File: config.mk
export PLATFORM = sky130hd
export DESIGN_NAME = scoreboard_regfile_flat
export DESIGN_NICKNAME = d
export VERILOG_FILES = /design/src/rtl/scoreboard_regfile_pkg.sv /design/src/rtl/scoreboard_regfile_if.sv /design/src/rtl/scoreboard_regfile_pend_counter.sv /design/src/rtl/scoreboard_regfile.sv /design/src/flat_wrapper.sv
export SDC_FILE = /design/constraint.sdc
export NUM_CORES = 1
export LEC_CHECK = 0
export CAP_MARGIN = 20
export CORE_ASPECT_RATIO = 1.2
export CORE_MARGIN = 2
export CORE_UTILIZATION = 45
export DETAILED_ROUTE_END_ITERATION = 8
export GPL_ROUTABILITY_DRIVEN = 0
export PLACE_DENSITY = 0.62
export SLEW_MARGIN = 30
export SYNTH_ARGS = -nofsm -noshare
export SYNTH_HDL_FRONTEND = slang
export SYNTH_SLANG_ARGS = --single-unit
File: constraint.sdc
create_clock -name clk -period 6.5 [get_ports clk]
set_input_delay 0.975 -clock clk [delete_from_list [all_inputs] [get_ports clk]]
set_output_delay 0.975 -clock clk [all_outputs]
set_load 0.01 [all_outputs]
File: src/rtl/scoreboard_regfile_pkg.sv
// Shared constants and types for the scoreboarded register file.
// Optional feature macro: REGFILE_BYPASS_EN (write-through bypass).
package scoreboard_pkg;

    localparam int DEF_WIDTH    = 32;
    localparam int DEF_NREGS    = 16;
    localparam int DEF_NRD      = 2;
    localparam int DEF_PC_REG   = 15;
    localparam int DEF_MAX_INFL = 3;

    // Counter width needed to hold 0..max_infl.
    function automatic int cw_of(input int max_infl);
        return $clog2(max_infl + 1);
    endfunction

    // Pending-write counter for the default configuration.
    typedef logic [cw_of(DEF_MAX_INFL)-1:0] pend_t;

endpackage

File: src/rtl/scoreboard_regfile_if.sv
// Decode-stage bus between the pipeline and the scoreboarded register file.
// Optional feature macro: REGFILE_BYPASS_EN (affects the slave's behaviour only).
//
// Handshake: decode holds issue_valid (with issue_we/issue_wa) high; the
// instruction is accepted in a cycle where issue_valid is high and stall is
// low. stall is the inverse of ready and is combinational, so decode must keep
// its request stable until a cycle with stall low. wb_en and kill_en are
// single-cycle strobes with no back-pressure.
interface scoreboard_regfile_if
    import scoreboard_pkg::*;
#(
    parameter int WIDTH = DEF_WIDTH,
    parameter int NREGS = DEF_NREGS,
    parameter int NRD   = DEF_NRD
) ();

    localparam int AW = $clog2(NREGS);

    logic [NRD*AW-1:0]    ra;
    logic [NRD*WIDTH-1:0] rd;
    logic [WIDTH-1:0]     pc_plus8;
    logic                 issue_valid;
    logic                 issue_we;
    logic [AW-1:0]        issue_wa;
    logic                 wb_en;
    logic [AW-1:0]        wb_addr;
    logic [WIDTH-1:0]     wb_data;
    logic                 kill_en;
    logic [AW-1:0]        kill_addr;
    logic                 stall;
    logic                 busy;
    logic                 err;

    modport master (
        output ra, pc_plus8, issue_valid, issue_we, issue_wa,
               wb_en, wb_addr, wb_data, kill_en, kill_addr,
        input  rd, stall, busy, err
    );

    modport slave (
        input  ra, pc_plus8, issue_valid, issue_we, issue_wa,
               wb_en, wb_addr, wb_data, kill_en, kill_addr,
        output rd, stall, busy, err
    );

endinterface

File: src/rtl/scoreboard_regfile_pend_counter.sv
// Pending-write counter for one architectural register.
// inc is at most 1, dec at most 2 (writeback plus kill). A decrement larger
// than the available count clamps to zero and flags underflow for that cycle.
module pend_counter #(
    parameter int CW = 2
) (
    input  logic          clk,
    input  logic          reset,
    input  logic          inc,
    input  logic [1:0]    dec,
    output logic [CW-1:0] count,
    output logic          underflow
);

    // Two guard bits: count+inc may momentarily exceed the counter range
    // when an issue lands on a full counter together with a retirement.
    logic [CW+1:0] sum;

    assign sum       = {2'b00, count} + (CW+2)'(inc);
    assign underflow = (CW+2)'(dec) > sum;

    // Counter update: add issues, subtract retirements, clamp on underflow.
    always_ff @(posedge clk) begin
        if (reset) begin
            count <= '0;
        end else if (underflow) begin
            count <= '0;
        end else begin
            count <= CW'(sum - (CW+2)'(dec));
        end
    end

endmodule

File: src/rtl/scoreboard_regfile.sv
// Register file with per-register pending-write scoreboard and decode stall.
// Optional feature macro: REGFILE_BYPASS_EN -- when defined, a same-cycle
// writeback forwards to matching read ports and releases one pending count
// for the hazard check. Without it reads always come from the array.
module scoreboard_regfile
    import scoreboard_pkg::*;
#(
    parameter int WIDTH    = DEF_WIDTH,
    parameter int NREGS    = DEF_NREGS,
    parameter int NRD      = DEF_NRD,
    parameter int PC_REG   = DEF_PC_REG,
    parameter int MAX_INFL = DEF_MAX_INFL
) (
    input  logic               clk,
    input  logic               reset,
    scoreboard_regfile_if.slave bus
);

    localparam int AW = $clog2(NREGS);
    localparam int CW = cw_of(MAX_INFL);

`ifdef REGFILE_BYPASS_EN
    localparam bit BYPASS = 1'b1;
`else
    localparam bit BYPASS = 1'b0;
`endif

    logic [WIDTH-1:0]     regs [NREGS];
    logic [CW-1:0]        pend [NREGS];
    logic [NREGS-1:0]     underflow;
    logic [NREGS-1:0]     inc;
    logic [1:0]           dec  [NREGS];
    logic [NRD*WIDTH-1:0] rd_c;
    logic                 hazard;
    logic                 full;
    logic                 stall_c;
    logic                 busy_c;
    logic                 err_q;

    // Array write; the PC slot is never written so it stays at reset value.
    always_ff @(posedge clk) begin
        if (reset) begin
            for (int r = 0; r < NREGS; r++) begin
                regs[r] <= '0;
            end
        end else if (bus.wb_en && bus.wb_addr != AW'(PC_REG)) begin
            regs[bus.wb_addr] <= bus.wb_data;
        end
    end

    // Read ports and read-after-write hazard detection.
    always_comb begin
        logic [AW-1:0] a;
        logic          fwd;
        rd_c   = '0;
        hazard = 1'b0;
        a      = '0;
        fwd    = 1'b0;
        for (int i = 0; i < NRD; i++) begin
            a   = bus.ra[i*AW +: AW];
            fwd = BYPASS && bus.wb_en && (bus.wb_addr == a);
            if (a == AW'(PC_REG)) begin
                rd_c[i*WIDTH +: WIDTH] = bus.pc_plus8;
            end else begin
                rd_c[i*WIDTH +: WIDTH] = fwd ? bus.wb_data : regs[a];
                // A forwarded writeback covers one of the outstanding writes.
                if (pend[a] > CW'(fwd)) begin
                    hazard = 1'b1;
                end
            end
        end
    end

    // Destination full: no room for another in-flight write unless one
    // retires to the same register this cycle.
    always_comb begin
        full = bus.issue_we
            && (bus.issue_wa != AW'(PC_REG))
            && (pend[bus.issue_wa] == CW'(MAX_INFL))
            && !(bus.wb_en && bus.wb_addr == bus.issue_wa)
            && !(bus.kill_en && bus.kill_addr == bus.issue_wa);
        stall_c = bus.issue_valid && (hazard || full);
    end

    // Per-register increment/decrement requests.
    always_comb begin
        inc = '0;
        for (int r = 0; r < NREGS; r++) begin
            dec[r] = 2'd0;
            if (r != PC_REG) begin
                inc[r] = bus.issue_valid && bus.issue_we && !stall_c
                      && (bus.issue_wa == AW'(r));
                dec[r] = {1'b0, bus.wb_en && (bus.wb_addr == AW'(r))}
                       + {1'b0, bus.kill_en && (bus.kill_addr == AW'(r))};
            end
        end
    end

    for (genvar r = 0; r < NREGS; r++) begin : g_pend
        if (r == PC_REG) begin : g_pc
            assign pend[r]      = '0;
            assign underflow[r] = 1'b0;
        end else begin : g_cnt
            pend_counter #(.CW(CW)) u_cnt (
                .clk       (clk),
                .reset     (reset),
                .inc       (inc[r]),
                .dec       (dec[r]),
                .count     (pend[r]),
                .underflow (underflow[r])
            );
        end
    end

    // Any register with outstanding writes.
    always_comb begin
        busy_c = 1'b0;
        for (int r = 0; r < NREGS; r++) begin
            busy_c = busy_c | (pend[r] != '0);
        end
    end

    // Sticky underflow flag, cleared only by reset.
    always_ff @(posedge clk) begin
        if (reset) begin
            err_q <= 1'b0;
        end else if (|underflow) begin
            err_q <= 1'b1;
        end
    end

    assign bus.rd    = rd_c;
    assign bus.stall = stall_c;
    assign bus.busy  = busy_c;
    assign bus.err   = err_q;

endmodule
File: src/flat_wrapper.sv
// flat-port wrapper written by rule: the top's interface ports become plain ports
module scoreboard_regfile_flat import scoreboard_pkg::*;
#(
    parameter int WIDTH    = DEF_WIDTH,
    parameter int NREGS    = DEF_NREGS,
    parameter int NRD      = DEF_NRD,
    parameter int PC_REG   = DEF_PC_REG,
    parameter int MAX_INFL = DEF_MAX_INFL
)
  (clk, reset, bus_ra, bus_pc_plus8, bus_issue_valid, bus_issue_we, bus_issue_wa, bus_wb_en, bus_wb_addr, bus_wb_data, bus_kill_en, bus_kill_addr, bus_rd, bus_stall, bus_busy, bus_err);
  scoreboard_regfile_if #(.WIDTH(WIDTH), .NREGS(NREGS), .NRD(NRD)) bus_i ();
  input  logic clk;
  input  logic reset;
  input wire logic [$bits(bus_i.ra)-1:0] bus_ra;
  input wire logic [$bits(bus_i.pc_plus8)-1:0] bus_pc_plus8;
  input wire logic [$bits(bus_i.issue_valid)-1:0] bus_issue_valid;
  input wire logic [$bits(bus_i.issue_we)-1:0] bus_issue_we;
  input wire logic [$bits(bus_i.issue_wa)-1:0] bus_issue_wa;
  input wire logic [$bits(bus_i.wb_en)-1:0] bus_wb_en;
  input wire logic [$bits(bus_i.wb_addr)-1:0] bus_wb_addr;
  input wire logic [$bits(bus_i.wb_data)-1:0] bus_wb_data;
  input wire logic [$bits(bus_i.kill_en)-1:0] bus_kill_en;
  input wire logic [$bits(bus_i.kill_addr)-1:0] bus_kill_addr;
  output wire logic [$bits(bus_i.rd)-1:0] bus_rd;
  output wire logic [$bits(bus_i.stall)-1:0] bus_stall;
  output wire logic [$bits(bus_i.busy)-1:0] bus_busy;
  output wire logic [$bits(bus_i.err)-1:0] bus_err;
  assign bus_i.ra = bus_ra;
  assign bus_i.pc_plus8 = bus_pc_plus8;
  assign bus_i.issue_valid = bus_issue_valid;
  assign bus_i.issue_we = bus_issue_we;
  assign bus_i.issue_wa = bus_issue_wa;
  assign bus_i.wb_en = bus_wb_en;
  assign bus_i.wb_addr = bus_wb_addr;
  assign bus_i.wb_data = bus_wb_data;
  assign bus_i.kill_en = bus_kill_en;
  assign bus_i.kill_addr = bus_kill_addr;
  assign bus_rd = bus_i.rd;
  assign bus_stall = bus_i.stall;
  assign bus_busy = bus_i.busy;
  assign bus_err = bus_i.err;
  scoreboard_regfile #(.WIDTH(WIDTH), .NREGS(NREGS), .NRD(NRD), .PC_REG(PC_REG), .MAX_INFL(MAX_INFL)) u_core (.clk(clk), .reset(reset), .bus(bus_i));
endmodule
# Yosys cells after proc, flatten, opt, wreduce, memory -nomap -nowiden
# Memories as Yosys holds them, arrays and structs flattened.
# Index checks and enable logic that the tools add are counted.
# word_totals
ff_bits,31
mem_bits_rw,512
inputBits,90
output_inout_bits,67
elab_cells,265
n_memories,1
# classes
add_sub_neg,45
n_lt_le_gt_ge,20
eq_ne,49
muxes,23
bitwise,17
n_reduce_logical,94
# memory_table
memory,depth,word_bits,read_ports,rd_clocked_by_memory_dff,wr,line_no,text
u_core.regs,16,32,2,0,16,scoreboard_regfile.sv:28,logic [WIDTH-1:0] regs [NREGS];
# op_table
cell,n
$mux 32,3
$eq 4x4->1 const B,23
$logic_and 1x1->1,55
$eq 4x3->1 const B,12
$add 2x1->3,15
$gt 2x3->1,15
$reduce_or 32->1,1
$add 1x1->2,15
$reduce_bool 2->1,15
$reduce_or 2->1,15
$sub 2x2->2,15
$bmux 2 s4,3
$eq 4x2->1 const B,6
$ge 5x5->1 const B,3
$not 4->5,3
$reduce_or 15->1,1
$or 1x1->1,14
$eq 4x1->1 const B,3
$logic_not 4->1,3
$mux 2,6
$mux 1,10
$eq 4x4->1,2
$ne 4x4->1 const B,2
$gt 2x1->1 const B,2
4 further kinds,6

# Longest topological paths before layout
# Gate-level depths: netlist (run 1).
# logic_depth
depth_word,17
ltp_mapped,18
ltp_nobuf,15

# Cells and area by module
# Synthesis (run 1) repeated with hierarchy kept, for this count alone.
# unflattened
hier_cells,2168
area_unflattened_um2,29768.6
# modules_own_cells
module,instances,cells_per_inst,area_per_inst_um2,seq_area_each_um2
scoreboard_regfile,1,1928,27422.6,14554.0
pend_counter,15,16,156.4,40.0

# Worst setup path before layout (run 1)
# OpenSTA, ideal clock, no wires.
# synth_path
kind,input-to-reg
from,in bus_ra[4]
to,reg u_core.err_q (netlist: u_core.bus.err)
setup_ns,0.122
t_arrival_ns,3.836
required_time_ns,6.378
slack_ns,2.542
stages,18
n_path_buf,4
path_cell_list,buf_6 buf_6 buf_4 inv_1 o311ai_1 o211ai_2 nand4_2 buf_4 nor3_2 ha_1 ha_1 inv_1 ha_1 nor2b_1 o21ai_0 nand4_1 nor4_1 nor2_1
# synth_via
elab_chain_len,15
elab_cells_between_ends,58
cone_classes,add/sub: 15; order compare: 16; eq/ne: 1; mux: 5; bitwise: 1; reduce/logical: 20
# synth_lines
element,line_no,text
from (decl),flat_wrapper.sv:14,input wire logic [$bits(bus_i.ra)-1:0] bus_ra;
$not 4->5 (not written as such),scoreboard_regfile.sv:67,if (pend[a] > CW'(fwd)) begin
$bmux 2 s4,scoreboard_regfile.sv:67,
$mux 2 (not written as such) (2 in a row),scoreboard_regfile.sv:67,
$gt 2x1->1,scoreboard_regfile.sv:67,
$mux 1,scoreboard_regfile.sv:67,
$mux 1 *,scoreboard_regfile.sv:62,if (a == AW'(PC_REG)) begin
$logic_or 1x1->1 *,scoreboard_regfile.sv:82,stall_c = bus.issue_valid && (hazard || full);
$logic_and 1x1->1 *,scoreboard_regfile.sv:82,
$logic_not 1->1 *,scoreboard_regfile.sv:91,inc[r] = bus.issue_valid && bus.issue_we && !stall_c
$logic_and 1x1->1 *,scoreboard_regfile.sv:91,
$logic_and 1x1->1,scoreboard_regfile.sv:92,&& (bus.issue_wa == AW'(r));
$add 2x1->3,scoreboard_regfile_pend_counter.sv:19,"assign sum = {2'b00, count} + (CW+2)'(inc);"
$gt 2x3->1,scoreboard_regfile_pend_counter.sv:20,assign underflow = (CW+2)'(dec) > sum;
$reduce_or 15->1 *,scoreboard_regfile.sv:127,end else if (|underflow) begin
to (signal assigned),scoreboard_regfile.sv:126,err_q <= 1'b0;
to (signal assigned),scoreboard_regfile.sv:128,err_q <= 1'b1;
to (decl),scoreboard_regfile.sv:38,logic err_q;
# Every way passes the cells marked *; elsewhere a longest branch is shown, timed or not. The select of a mux whose other input is x is not followed.
# A chain may end at the register's enable or synchronous reset.

# Final worst setup path (run 1)
# layout_path
from,in bus_ra[4]
to,out bus_rd[38]
# layout_via
elab_chain_len,2
elab_cells_between_ends,3
cone_classes,eq/ne: 1; mux: 1; memory: 1
# layout_lines
element,line_no,text
$mem_v2 16x32 or $eq 4x4->1 (tied branches),n/a,
$mux 32 *,scoreboard_regfile.sv:62,
to (decl),flat_wrapper.sv:24,output wire logic [$bits(bus_i.rd)-1:0] bus_rd;
# Every way passes the cells marked *; elsewhere a longest branch is shown, timed or not.

==> reports/qor.csv, run 1 <==
stage,metric,value,unit
outcome,status,"finished, final reports clean",
synth,syn_area,30860,um^2
synth,synth_edf_count,510,
timing,min_period_over_period,79.96,%
clocking,clockRootBuffer,clkbuf_16,
timing,setup_violations,0,
timing,rsz0062_at_grt,false,
detailed_routing,wl_per_cell,29.81,um
power,p_int,6.580,mW
global_route,grt_max_degree,67,
floorplan,start_util,45.26,%
global_route,antenna_found_initial,7,
power,pwr-share-comb,14.9,%
detailed_routing,firstDrtPassIters,6,
detailed_routing,routed_wl,96030,um
detailed_routing,antenna_left,0,
timing,hold_viol,0,
clocking,insertion_delay,610,ps
floorplan,num_rows,105,
synth,yosysWarnings,0,
synth,ys.flop_type,edfxtp_1,
worst_setup_path,startpoint_type,input port,
worst_setup_path,crit_path_end_kind,output port,
clocking,ctsResizeCount,0,
detailed_routing,viasPerCell,6.138,
timing,max_slew.worst_pin.slew,1035,ps
finish,drive_gt1_share,21.57,%
global_route,grt_pass1_vias,20780,
finish,fillers,5596,
timing,drv_slew,0,
timing,setup_tns,0,ps
timing,timing.fmax,192.4,MHz
worst_setup_path,cp.arrival,4220,ps
placement,placed_area,33370,um^2
clocking,path_clk_slew,70,ps
clocking,cts_hold_buf,0,
job,maxCapViolCount,0,
power,power.switching,2.177,mW
floorplan,ios,157,
worst_setup_path,worst-setup-path-type,in -> out,
global_route,grt_usage,27.21,%
power,clock_power_share,38.0,%
global_route,grt_pass1_wl,139200,um
power,peakVddDrop,0.1689,mV
power,power,8.757,mW
clocking,cts.sinks,541,
power,p_seq_share,47.1,%
placement,numPortBuffers,156,
synth,ys_types,54,
finish,areaGrowthSynthToFinish,14.14,%
floorplan,coreArea,68180,um^2
worst_setup_path,crit_required,5520,ps
global_route,gr-total-overflow,0,
detailed_routing,drcViolationCount,0,
finish,final_cell_area,35220,um^2
clocking,ctsHtreeMaxLevel,2,
worst_setup_path,crit_path_max_fanout,66,
power,power_density,248.6,nW/um^2
floorplan,dieWidth,243.1,um
detailed_routing,vias,19770,
power,swShare,24.86,%
clocking,clockBufferDepth,3,
clocking,cts_buffers,57,
placement,dp_hpwl,55250,um
timing,maxSlewHeadroom,31.01,%
power,p_leak,12.41,nW
timing,finClkSkew,10.72,ps
finish,num-nets-final,2445,
synth,ys_seq_area_share,51.64,%
floorplan,die_area,70700,um^2
detailed_routing,drt_iter0_drc,2076,
synth,async_reset_ff_share,0,%
synth,syn_area_per_cell,14.34,um^2
synth,ys_ff_latch,541,
floorplan,fp.dieH,290.9,um
worst_hold_path,hold_class,reg -> reg,
clocking,cts_setup_buffers,0,
timing,period_minus_slack,5198,ps
synth,synth_cells,2152,
clocking,cts_tree,built,
-- cell families (layout without fill, tap and decap cells) --
group | count (synthesis) | after routing | share of synthesized area, %
multiplexers | 351 | 351 | 23.36
AND/OR/NAND/NOR | 811 | 811 | 15.11
other | 1 | 33 | 0.01215
AO/OA/AOI/OAI | 104 | 104 | 2.266
XOR/XNOR | 23 | 23 | 0.6528
adder cells (fa/ha/maj) | 90 | 90 | 3.649
buffers and inverters | 231 | 359 | 3.317
flip-flops | 541 | 541 | 51.64
-- cells in the final DEF (no fill, tap or decap), types with 4 or more instances in the layout --
cell type	instances
nand4_1	10
nor2b_1	22
buf_6	4
bufinv_16	8
clkdlybuf4s50_1	147
ha_1	90
conb_1	30
clkinv_1	10
dfxtp_1	31
nor2_1	85
mux4_2	276
clkinv_2	6
inv_1	46
or2_2	13
nor4_1	9
mux4_1	11
xnor2_1	5
buf_4	52
a21oi_1	31
a211oi_1	4
nor3_2	6
o221a_1	12
nand2_1	79
o21ai_0	19
mux2_4	4
clkbuf_16	57
nor3_1	14
o21ai_1	11
o221ai_1	12
mux2i_1	26
nand3_1	19
clkbuf_1	16
nand3b_1	6
nor2_4	13
and2_1	481
xor2_1	18
mux2_2	34
nand2b_1	34
edfxtp_1	510
-- synthesized netlist by cell type, drive strengths merged (2+ instances only) --
cell type | count | area share (%)
edfxtp | 510 | 50
nand2 | 79 | 0.96
or3 | 2 | 0.041
dfxtp | 31 | 2.0
and2 | 481 | 9.8
o221ai | 12 | 0.34
a31oi | 3 | 0.061
buf | 68 | 1.3
a21oi | 31 | 0.50
a211oi | 4 | 0.097
clkbuf | 117 | 1.4
and4 | 2 | 0.057
nand4b | 3 | 0.085
mux4 | 287 | 21
a211o | 2 | 0.057
inv | 46 | 0.56
nor2b | 22 | 0.45
nor4 | 12 | 0.30
xnor2 | 5 | 0.14
o211a | 2 | 0.065
nor4b | 3 | 0.085
nand2b | 34 | 0.69
mux2 | 38 | 1.4
ha | 90 | 3.6
mux2i | 26 | 0.84
xor2 | 18 | 0.51
o221a | 12 | 0.44
o21ai | 30 | 0.49
nand4 | 11 | 0.24
nand3b | 6 | 0.15
or2 | 16 | 0.32
nor2 | 100 | 1.2
nor3 | 20 | 0.42
a21o | 2 | 0.049
nand3 | 19 | 0.31
-- state kept, by name (all words and copies together), names as in the netlist --
register and flops:
u_core.regs 510, u_core.g_pend.g_cnt.u_cnt.count 30, u_core.bus.err 1
-- worst paths after layout --
check | start | to | slack [ps] | cells past startpoint
worst min register to register | u_core.bus.err | u_core.bus.err | 750 | 3
worst max-delay path | bus_ra[4] | bus_rd[38] | 1300 | 7
worst max register to register | u_core.g_pend[2].g_cnt.u_cnt.count[0] | u_core.bus.err | 2470 | 15
worst min-delay path | u_core.bus.err | u_core.bus.err | 750 | 3
-- area by class of cell --
cell class,count,area (um^2),share of cell area [%]
flip-flops and latches,541,15940,45.24
well taps,909,1137,3.229
multi-input cells,1409,14120,40.09
clock buffers,73,1486,4.220
inverters,46,172.7,0.4902
diodes,3,7.507,0.02131
clock inverters,30,357.8,1.016
repair buffers,210,2006,5.694
-- per-layer routing --
layer,vias up,wire length [um],track usage (%)
met5,-,25,0
met4,4,4307,11.39
met3,218,7821,4.831
met2,981,47040,45.44
met1,10240,36840,35.15
li1,8326,-,-
-- power by group through the flow --
stage          clock [mW]  sequential (mW)  combinational, mW
6_report             3.33             4.13               1.30
5_1_grt              3.50             4.15               1.37
4_1_cts              3.37             4.12               1.31
3_5_place_dp            0             4.20               1.30
3_3_place_gp            0             4.18               1.29
2_1_floorplan           0             4.15              0.797
-- critical path: stages --
cell and delay (ps):
clkbuf_8 560, buf_4 510, buf_4 470, mux4_2 570
mux2_2 290, o221a_1 260, clkdlybuf4s50_1 490
-- metrics by stage --
step / instances / setup WS [ps] / hold slack [ps] / utilization [%]
finish: 3221 / 1302 / 751.7 / 51.66
global route: 3219 / 1119 / 719.9 / 51.65
CTS: 3218 / 1235 / 726.0 / 51.64
detailed placement: 3115 / 1017 / 696.1 / 48.94
global placement: 3115 / 1007 / 732.7 / 48.92
floorplan: 2181 / 2542 / 604.7 / -
Power figures use the tool's default switching activity.
==> run 2: changes to the inputs <==
--- a/config.mk
+++ b/config.mk
@@ -11,7 +11,7 @@
 export CORE_UTILIZATION = 45
 export DETAILED_ROUTE_END_ITERATION = 8
 export GPL_ROUTABILITY_DRIVEN = 0
-export PLACE_DENSITY = 0.62
+export PLACE_DENSITY = 0.64
 export SLEW_MARGIN = 30
 export SYNTH_ARGS = -nofsm -noshare
 export SYNTH_HDL_FRONTEND = slang
==> constraint.sdc (replaced) <==
create_clock -name clk -period 4.2 [get_ports clk]
set_input_delay 0.63 -clock clk [delete_from_list [all_inputs] [get_ports clk]]
set_output_delay 0.63 -clock clk [all_outputs]
set_load 0.01 [all_outputs]
==> reports/qor.csv, run 2 (synthesized netlist as in run 1, its figures left out) <==
stage,metric,value,unit,change
outcome,status,"finished, final reports clean",,unchanged
timing,max_slew.worst_pin.slew,933.4,ps,was 1035 ps
timing,finClkSkew,8.922,ps,was 10.72 ps
clocking,path_clk_slew,60,ps,was 70 ps
timing,rsz0062_at_grt,false,,unchanged
finish,regMostFlops,u_core.regs,,unchanged
timing,min_period_over_period,92.83,%,
worst_setup_path,r2r_start,u_core.g_pend[4].g_cnt.u_cnt.count[0],,was u_core.g_pend[2].g_cnt.u_cnt.count[0]
clocking,cts_setup_buffers,0,,unchanged
timing,hold_viol,0,,unchanged
worst_setup_path,crit_required,3570,ps,was 5520 ps
worst_setup_path,worst_r2r_path_depth,17,,was 15
global_route,gr-total-overflow,0,,unchanged
finish,num-nets-final,2494,,was 2445
detailed_routing,viasPerCell,6.084,,was 6.138
timing,period_minus_slack,3899,ps,
finish,register_area,15940,um^2,unchanged
floorplan,start_util,45.26,%,unchanged
clocking,cts_hold_buf,0,,unchanged
worst_hold_path,holdPathEnd,u_core.regs[15][31],,was u_core.bus.err
floorplan,ios,157,,unchanged
worst_setup_path,crit_path_end_kind,output port,,unchanged
worst_setup_path,reg2reg_to,u_core.bus.err,,unchanged
power,power,13.65,mW,was 8.757 mW
detailed_routing,firstDrtPassIters,5,,was 6
placement,dp_hpwl,54430,um,was 55250 um
worst_hold_path,hold_class,in -> reg,,was reg -> reg
finish,drive_gt1_share,23.59,%,was 21.57%
clocking,cts_buffers,56,,was 57
clocking,ctsHtreeMaxLevel,2,,unchanged
worst_hold_path,hp-start,reset,,was u_core.bus.err
finish,layout_common_cells,"edfxtp_1 (510), and2_1 (481), mux4_2 (276), clkdlybuf4s50_1 (146), ha_1 (90)",,"was edfxtp_1 (510), and2_1 (481), mux4_2 (276), clkdlybuf4s50_1 (147), ha_1 (90)"
finish,mostFrequentLayoutCell,edfxtp_1,,unchanged
global_route,grt.met3_usage,4.444,%,was 4.831%
worst_setup_path,ff2ff_setup_slack,390,ps,was 2470 ps
placement,numPortBuffers,156,,unchanged
global_route,grt_usage,26.48,%,was 27.21%
floorplan,die_area,70700,um^2,unchanged
global_route,grt-busiest-layer,met2,,unchanged
detailed_routing,routed_wl,93690,um,was 96030 um
power,p_leak,12.76,nW,was 12.41 nW
timing,maxSlewHeadroom,37.78,%,was 31.01%
finish,areaGrowthSynthToFinish,16.23,%,was 14.14%
finish,multi_input_area,14120,um^2,about the same
global_route,use_met1,32.83,%,was 35.15%
detailed_routing,wl_per_cell,28.66,um,was 29.81 um
job,maxCapViolCount,0,,unchanged
global_route,grt_pass1_wl,136900,um,was 139200 um
clocking,insertion_delay,610,ps,about the same
timing,drv_slew,0,,unchanged
worst_setup_path,startpoint_type,input port,,unchanged
worst_setup_path,cp.arrival,3270,ps,was 4220 ps
worst_setup_path,startpoint,bus_ra[2],,was bus_ra[4]
global_route,grt_pass1_vias,21170,,was 20780
timing,setup_violations,0,,unchanged
floorplan,num_rows,105,,unchanged
detailed_routing,drt_iter0_drc,2014,,was 2076
global_route,antenna_found_initial,6,,was 7
finish,largest_reg_flops,510,,unchanged
clocking,clockRootBuffer,clkbuf_16,,unchanged
clocking,clockBufferDepth,3,,unchanged
clocking,cts.sinks,541,,unchanged
detailed_routing,drcViolationCount,0,,unchanged
worst_hold_path,hold_depth,2,,was 3
clocking,cts_tree,built,,unchanged
floorplan,coreArea,68180,um^2,unchanged
finish,final_core_util,52.61,%,was 51.66%
worst_setup_path,crit_path_max_fanout,25,,was 66
detailed_routing,antenna_left,0,,unchanged
floorplan,fp.dieH,290.9,um,unchanged
power,power_density,380.6,nW/um^2,was 248.6 nW/um^2
finish,fillers,5576,,was 5596
timing,timing.fmax,256.5,MHz,
global_route,grt_max_degree,131,,was 67
global_route,globalRouteMet2Util,45.85,%,was 45.44%
detailed_routing,vias,19890,,was 19770
floorplan,dieWidth,243.1,um,unchanged
worst_setup_path,worst-setup-path-type,in -> out,,unchanged
power,peakVddDrop,0.3348,mV,was 0.1689 mV
[run 2: cell types whose count changed in the layout (fill, tap and decap cells not counted), sizes merged]
cell	previous run	this run
buf	62	111
bufinv	8	9
clkbuf	74	65
clkdlybuf4s50	147	146
clkinv	17	23
clkinvlp	2	3
dlymetal6s2s	0	1
[run 2: repair_timing]
action,4_1_cts,5_1_grt
endpoints found under the setup margin,0,1
endpoints found under the hold margin,0,0
resized for setup,0,2
[run 2: area by class of cell]
type	instances	area share, %
sequential	541	44.43
multi-input combinational	1409	39.36
timing repair buffer	260	7.318
clock buffer	63	3.980
tap	909	3.171
clock inverter	38	1.242
inverter	46	0.4814
antenna	3	0.02093
[run 2: layer usage]
| layer | vias to the layer above | wire (um) |
|---|---|---|
| met5 | - | 29 |
| met4 | 4 | 4140 |
| met3 | 231 | 7519 |
| met2 | 973 | 47720 |
| met1 | 10260 | 34280 |
| li1 | 8423 | - |
[run 2: report_power, final]
part	switching (mW)	internal (mW)	total (mW)
Sequential	0.167	6.22	6.39
Clock	2.19	3.00	5.19
Combinational	1.03	1.05	2.08
[run 2: worst max-delay path by stage]
stage / end / cells past startpoint
after floorplan: u_core.bus.err / 18
after global placement: u_core.bus.err / 17
after detailed placement: u_core.bus.err / 19
after CTS: u_core.bus.err / 19
after global routing: u_core.bus.err / 18
final: bus_rd[7] / 7
[run 2: critical path, cell delays in order]
cell,delay (ps)
buf_4,140
buf_4,450
buf_4,660
mux4_2,600
nand2_1,180
nand2_1,80
clkdlybuf4s50_1,470
[run 2: stage by stage]
step | area (um^2) | cells | setup WS, ps | TNS, ps | hold slack, ps
floorplan | 30970 | 2181 | 586.7 | 0 | 604.7
global placement | 33990 | 3165 | -203.6 | -203.6 | 749.6
detailed placement | 33990 | 3165 | -448.0 | -711.2 | 760.9
CTS | 35860 | 3266 | 195.5 | 0 | 714.4
global route | 35860 | 3267 | 68.80 | 0 | 736.5
finish | 35870 | 3269 | 301.0 | 0 | 757.4
